File: config.mk
export PLATFORM = sky130hd
export DESIGN_NAME = mem_port_arbiter
export DESIGN_NICKNAME = d
export VERILOG_FILES = /design/src/rtl/mem_arb_pkg.sv /design/src/rtl/mem_arb_watchdog.sv /design/src/rtl/mem_port_arbiter.sv
export SDC_FILE = /design/constraint.sdc
export NUM_CORES = 1
export LEC_CHECK = 0
export ABC_AREA = 1
export CAP_MARGIN = 5
export CORE_MARGIN = 2
export CORE_UTILIZATION = 35
export CTS_CLUSTER_DIAMETER = 200
export DETAILED_ROUTE_END_ITERATION = 8
export PLACE_DENSITY_LB_ADDON = 0.08
export SLEW_MARGIN = 10
export SYNTH_ARGS = -nofsm -noshare
export SYNTH_HDL_FRONTEND = slang
export SYNTH_HIERARCHICAL = 1
export SYNTH_SLANG_ARGS = --single-unit
File: constraint.sdc
create_clock -name clk -period 9.6 [get_ports clk]
set_input_delay 1.44 -clock clk [delete_from_list [all_inputs] [get_ports clk]]
set_output_delay 1.44 -clock clk [all_outputs]
set_load 0.01 [all_outputs]
File: src/rtl/mem_arb_pkg.sv
// Shared encodings and constants for the fetch/data memory port arbiter.
package mem_arb_pkg;

   typedef enum logic [1:0] {
      IDLE,
      ISSUE,
      WAIT,
      RESP
   } arb_state_e;

   typedef enum logic {
      OWN_IF,
      OWN_D
   } arb_owner_e;

   localparam logic [31:0] MEM_ARB_ERR_DATA = 32'hDEADBEEF;
   localparam logic [3:0]  MEM_FETCH_BE     = 4'hF;

endpackage

File: src/rtl/mem_arb_watchdog.sv
// WAIT-state timeout counter; only built when MEM_ARB_TIMEOUT_EN is defined.
`ifdef MEM_ARB_TIMEOUT_EN
module mem_arb_watchdog #(
   parameter int TIMEOUT_CYC = 64
) (
   input  logic clk,
   input  logic rst,
   input  logic start,
   input  logic clear,
   output logic expired
);

   localparam int CW = $clog2(TIMEOUT_CYC + 1);

   logic [CW-1:0] cnt;

   always_ff @(posedge clk or posedge rst) begin
      if (rst)                   cnt <= '0;
      else if (clear)            cnt <= '0;
      else if (start && !expired) cnt <= cnt + CW'(1);
   end

   // Fires during the TIMEOUT_CYC-th consecutive counting cycle.
   assign expired = start && (cnt == CW'(TIMEOUT_CYC - 1));

endmodule
`endif

File: src/rtl/mem_port_arbiter.sv
// Single-outstanding arbiter sharing one memory port between fetch and data access.
// Optional WAIT timeout with sticky err is enabled by defining MEM_ARB_TIMEOUT_EN.
module mem_port_arbiter
   import mem_arb_pkg::*;
#(
   parameter int STARVE_MAX  = 4,
   parameter int TIMEOUT_CYC = 64
) (
   input  logic        clk,
   input  logic        rst,
   input  logic        if_req,
   input  logic [31:0] if_addr,
   output logic        if_gnt,
   output logic        if_rvalid,
   output logic [31:0] if_rdata,
   input  logic        d_req,
   input  logic        d_we,
   input  logic [3:0]  d_be,
   input  logic [31:0] d_addr,
   input  logic [31:0] d_wdata,
   output logic        d_gnt,
   output logic        d_rvalid,
   output logic [31:0] d_rdata,
   output logic        mem_req,
   output logic        mem_we,
   output logic [3:0]  mem_be,
   output logic [31:0] mem_addr,
   output logic [31:0] mem_wdata,
   input  logic        mem_ready,
   input  logic        mem_rvalid,
   input  logic [31:0] mem_rdata,
   output logic        stall_if,
   output logic        stall_mem,
   output logic        err
);

   if (STARVE_MAX < 1 || STARVE_MAX > 7 || TIMEOUT_CYC < 1) begin : g_param_check
      $error("mem_port_arbiter: STARVE_MAX must be 1..7 and TIMEOUT_CYC >= 1");
   end

   localparam logic [2:0] STARVE_LIM = 3'(STARVE_MAX);

   arb_state_e  state, state_nxt;
   arb_owner_e  owner, owner_nxt;
   logic [2:0]  starve_cnt;
   logic        start_txn, grant, rsp_take, rsp_err, timeout;
   logic [31:0] rsp_data;

   always_ff @(posedge clk or posedge rst) begin
      if (rst) begin
         state <= IDLE;
         owner <= OWN_IF;
      end else begin
         // NOTE: sequential state uses non-blocking assignments so every register samples pre-edge values.
         state <= state_nxt;
         owner <= owner_nxt;
      end
   end

   always_comb begin
      // NOTE: every output of this block gets a default first, so no path can infer a latch.
      state_nxt = state;
      owner_nxt = owner;
      start_txn = 1'b0;
      grant     = 1'b0;
      rsp_take  = 1'b0;
      rsp_err   = 1'b0;
      case (state)
         IDLE: begin
            if (if_req || d_req) begin
               start_txn = 1'b1;
               state_nxt = ISSUE;
               // Data belongs to the older instruction unless fetch has waited too long.
               if (d_req && (starve_cnt < STARVE_LIM)) owner_nxt = OWN_D;
               else if (if_req)                         owner_nxt = OWN_IF;
               else                                     owner_nxt = OWN_D;
            end
         end
         ISSUE: begin
            if (mem_ready) begin
               grant     = 1'b1;
               state_nxt = WAIT;
            end
         end
         WAIT: begin
            if (mem_rvalid) begin
               rsp_take  = 1'b1;
               state_nxt = RESP;
            end else if (timeout) begin
               rsp_take  = 1'b1;
               rsp_err   = 1'b1;
               state_nxt = RESP;
            end
         end
         RESP:    state_nxt = IDLE;
         default: state_nxt = IDLE;
      endcase
   end

   assign rsp_data = rsp_err ? MEM_ARB_ERR_DATA : mem_rdata;

   always_ff @(posedge clk or posedge rst) begin
      if (rst) begin
         mem_req   <= 1'b0;
         mem_we    <= 1'b0;
         mem_be    <= '0;
         mem_addr  <= '0;
         mem_wdata <= '0;
         if_rvalid <= 1'b0;
         d_rvalid  <= 1'b0;
         if_rdata  <= '0;
         d_rdata   <= '0;
      end else begin
         if_rvalid <= rsp_take && (owner == OWN_IF);
         d_rvalid  <= rsp_take && (owner == OWN_D);
         if (start_txn) begin
            mem_req <= 1'b1;
            if (owner_nxt == OWN_D) begin
               mem_we    <= d_we;
               mem_be    <= d_be;
               mem_addr  <= d_addr;
               mem_wdata <= d_wdata;
            end else begin
               mem_we    <= 1'b0;
               mem_be    <= MEM_FETCH_BE;
               mem_addr  <= if_addr;
               mem_wdata <= '0;
            end
         end else if (grant) begin
            mem_req <= 1'b0;
         end
         if (rsp_take) begin
            if (owner == OWN_IF)        if_rdata <= rsp_data;
            else if (mem_we && !rsp_err) d_rdata  <= '0;
            else                         d_rdata  <= rsp_data;
         end
      end
   end

   // Saturating count of data grants made while fetch is waiting.
   always_ff @(posedge clk or posedge rst) begin
      if (rst)                                         starve_cnt <= '0;
      else if (!if_req)                                starve_cnt <= '0;
      else if (grant && (owner == OWN_IF))             starve_cnt <= '0;
      else if (grant && (starve_cnt != 3'd7))          starve_cnt <= starve_cnt + 3'd1;
   end

   assign if_gnt    = (state == ISSUE) && mem_ready && (owner == OWN_IF);
   assign d_gnt     = (state == ISSUE) && mem_ready && (owner == OWN_D);
   assign stall_if  = if_req & ~if_rvalid;
   assign stall_mem = d_req & ~d_rvalid;

`ifdef MEM_ARB_TIMEOUT_EN
   logic err_q;

   mem_arb_watchdog #(
      .TIMEOUT_CYC (TIMEOUT_CYC)
   ) u_watchdog (
      .clk     (clk),
      .rst     (rst),
      .start   (state == WAIT),
      .clear   (state != WAIT),
      .expired (timeout)
   );

   always_ff @(posedge clk or posedge rst) begin
      if (rst)          err_q <= 1'b0;
      else if (rsp_err) err_q <= 1'b1;
   end

   assign err = err_q;
`else
   assign timeout = 1'b0;
   assign err     = 1'b0;
`endif

endmodule

==> impl_metrics.json <==
{
  "ys_warn_count": 6,
  "rsz0062_at_grt": "no",
  "critPathRequiredTime_ns": 8.16,
  "grt_overflow": 0,
  "fin_cells": 1262,
  "clk_latency_ns": 0.41,
  "tightestPinTransition_ns": 1.15,
  "r2r_cells": 7,
  "layout_commonest_cell": "nand2_1",
  "finalCritPeriodShare_pct": 44.5,
  "rr_endpoint": "mem_be[2]$_DFFE_PP0P_",
  "core_region_area_um2": 17400,
  "ys_top_cells_by_area": "dfrtp_1 (57%), nand2_1 (18%), nand3_1 (7.8%), inv_1 (4.6%), a21oi_1 (2.7%)",
  "port-buffer-count": 278,
  "synth-seq-cells": 142,
  "hp-start": "mem_wdata[3]$_DFFE_PP0P_",
  "synth_nets": 911,
  "slew_viol_final": 0,
  "num_rows": 48,
  "globalplace.congestion": 0.785,
  "crit_path_max_fanout": 4,
  "die_y_um": 138,
  "cts_tree": "built",
  "drc": 0,
  "grt_util_all_layers_pct": 20.4,
  "initial_core_util_pct": 36.0,
  "num_antenna_cells": 0,
  "wl_um": 19400,
  "critical_path_arrival_ns": 2.83,
  "path_clk_slew_ns": 0.06,
  "dp_cells": 1230,
  "vias_per_cell": 4.59,
  "avgSynthCellArea_um2": 8.17,
  "io_pins": 280,
  "grt_first_pass_wirelength_um": 29700,
  "finalSetupViolCount": 0,
  "via_count": 5794,
  "clockBufferDepth": 2,
  "p_per_area_nw_per_um2": 307,
  "crit_chain": "clkdlybuf4s50_1, nand2_1, nor2_1, clkdlybuf4s50_1",
  "hold_path_end": "mem_wdata[3]$_DFFE_PP0P_",
  "cp-end-kind": "primary output",
  "synthesis.area_um2": 6270,
  "drt_iter0_markers": 303,
  "period_minus_slack_ns": 4.27,
  "finClkSkew_ns": 0.0105,
  "cts_hold_buf": 0,
  "crit_start": "mem_ready",
  "yosys.cell_types.count": 23,
  "cp_slowest_cell": "clkdlybuf4s50_1",
  "p_total_mw": 2.99,
  "post_cts_buffers": 0,
  "tns_ns": 0,
  "firstDrtPassIters": 4,
  "synthCells": 767,
  "min_path_cells": 2,
  "antenna_found_initial": 1,
  "cts_htree_levels": 4,
  "cts-root-buf": "clkbuf_16",
  "grt_max_degree": 98,
  "fmax_ghz": 0.234,
  "cts_resized": 0,
  "cpPeakStageDelay_ns": 0.59,
  "ys_seq_area_share_pct": 56.7,
  "post_drt_wl_per_cell_um": 15.4,
  "die_w_um": 138,
  "cts_sinks": 142,
  "die_area_um2": 19000,
  "ant_nets": 0,
  "grt_pass1_vias": 5577,
  "cp-start-kind": "primary input",
  "fillers": 1644,
  "yosys.area.top_type": "dfrtp_1",
  "syn_to_final_growth_pct": 55.5,
  "status": "finished, final reports clean",
  "layout.nets": 1168,
  "mostFrequentLayoutCells": "nand2_1 (301), clkdlybuf4s50_1 (278), dfrtp_1 (142), nand3_1 (98), inv_1 (76)",
  "hold_viol_final": 0,
  "peakVddDrop_uv": 143,
  "yosysTopAreaCellShare_pct": 56.7,
  "hold_path.class": "reg2reg",
  "timing.max_cap.violations": 0,
  "hpwl_um": 12900,
  "cts_buffers": 17,
  "r2r_setup_slack_ns": 6.96,
  "drive_above_1_share_pct": 4.53,
  "crit_type": "in2out",
  "crit_path_frequent_cell": "clkdlybuf4s50_1",
  "p_leak_nw": 4.87,
  "crit-reg2reg-launch": "state[0]$_DFFE_PP0P_",
  "slew_headroom_pct": 22.9
}
[where the power goes]
group	switching, mW	internal (mW)	leakage [nW]
sequential	0.130	0.855	1.80
clock	0.260	0.411	0.281
combinational	0.692	0.645	2.79
[critical path, delay by kind of cell]
kind | cells | cell delay, ns
buffers and inverters | 2 | 1.07
and+or+nand+nor | 2 | 0.32
[final cells by class]
cell class              instances  area (um^2)  area share, %
clock buffers                  20          437           4.48
clock inverters                12          161           1.66
inverters                      83          317           3.25
multi-input cells             496         2170           22.3
flip-flops and latches        142         3550           36.5
well taps                     225          282           2.89
repair buffers                284         2830           29.0
[flip-flops by register name, summed over array words and instances (netlist names), named ones only]
signal and flops:
mem_wdata 32, if_rvalid 1, state 2, d_rdata 32, d_rvalid 1, mem_req 1, mem_addr 32, if_rdata 32
mem_we 1, starve_cnt 3, mem_be 4
[kinds of logic (layout without fill, tap and decap cells)]
logic type                 Yosys count  after routing  synth area share [%]
AOI/OAI and AO/OA                   78             78                  6.57
adders and majority gates            5              5                 0.998
buffers and inverters              129            399                  8.72
DFF                                142            142                  56.7
other                                1              1                0.0598
and+or+nand+nor                    412            412                  27.0
[metal layers]
metal  global-route usage [%]  vias to the layer above  part of all wire, %
met4                     6.63                        2                  1.6
met3                     7.98                       25                   10
met1                     26.2                     2685                   43
li1                         -                     2898                    -
met2                     31.5                      184                   45
met5                        0                        -                0.067
[per-stage QoR]
stage / util (%) / setup slack (ns) / hold slack [ns] / instance area [um^2]
after floorplan: - / 4.35 / 0.478 / 6270
after global placement: 52.5 / 5.32 / 0.461 / 9150
after detailed placement: 52.5 / 5.31 / 0.464 / 9150
after CTS: 56.0 / 5.30 / 0.480 / 9750
after global routing: 56.0 / 5.26 / 0.490 / 9750
final: 56.0 / 5.33 / 0.475 / 9750
[worst max-delay path by stage]
stage,to,slack (ns),depth (start not counted)
floorplan,asynchronous set/reset pin,4.35,1
global placement,if_gnt,5.32,4
detailed placement,if_gnt,5.31,4
CTS,if_gnt,5.30,4
global route,if_gnt,5.26,4
finish,if_gnt,5.33,4
[synthesized netlist by cell type]
library cell / n
o21ai_0: 27
buf_2: 20
nand2_1: 302
o211ai_1: 1
buf_6: 2
o22ai_1: 4
nor2_2: 1
conb_1: 1
a21oi_1: 34
inv_1: 77
nor2_4: 1
nand3_1: 98
nor2_1: 8
inv_2: 6
clkbuf_1: 18
a21boi_0: 1
dfrtp_1: 142
ha_1: 5
nand2_4: 1
buf_4: 6
o21ai_4: 1
o21ai_1: 10
or2_0: 1
Note: power is estimated with default switching activity, not from simulation.
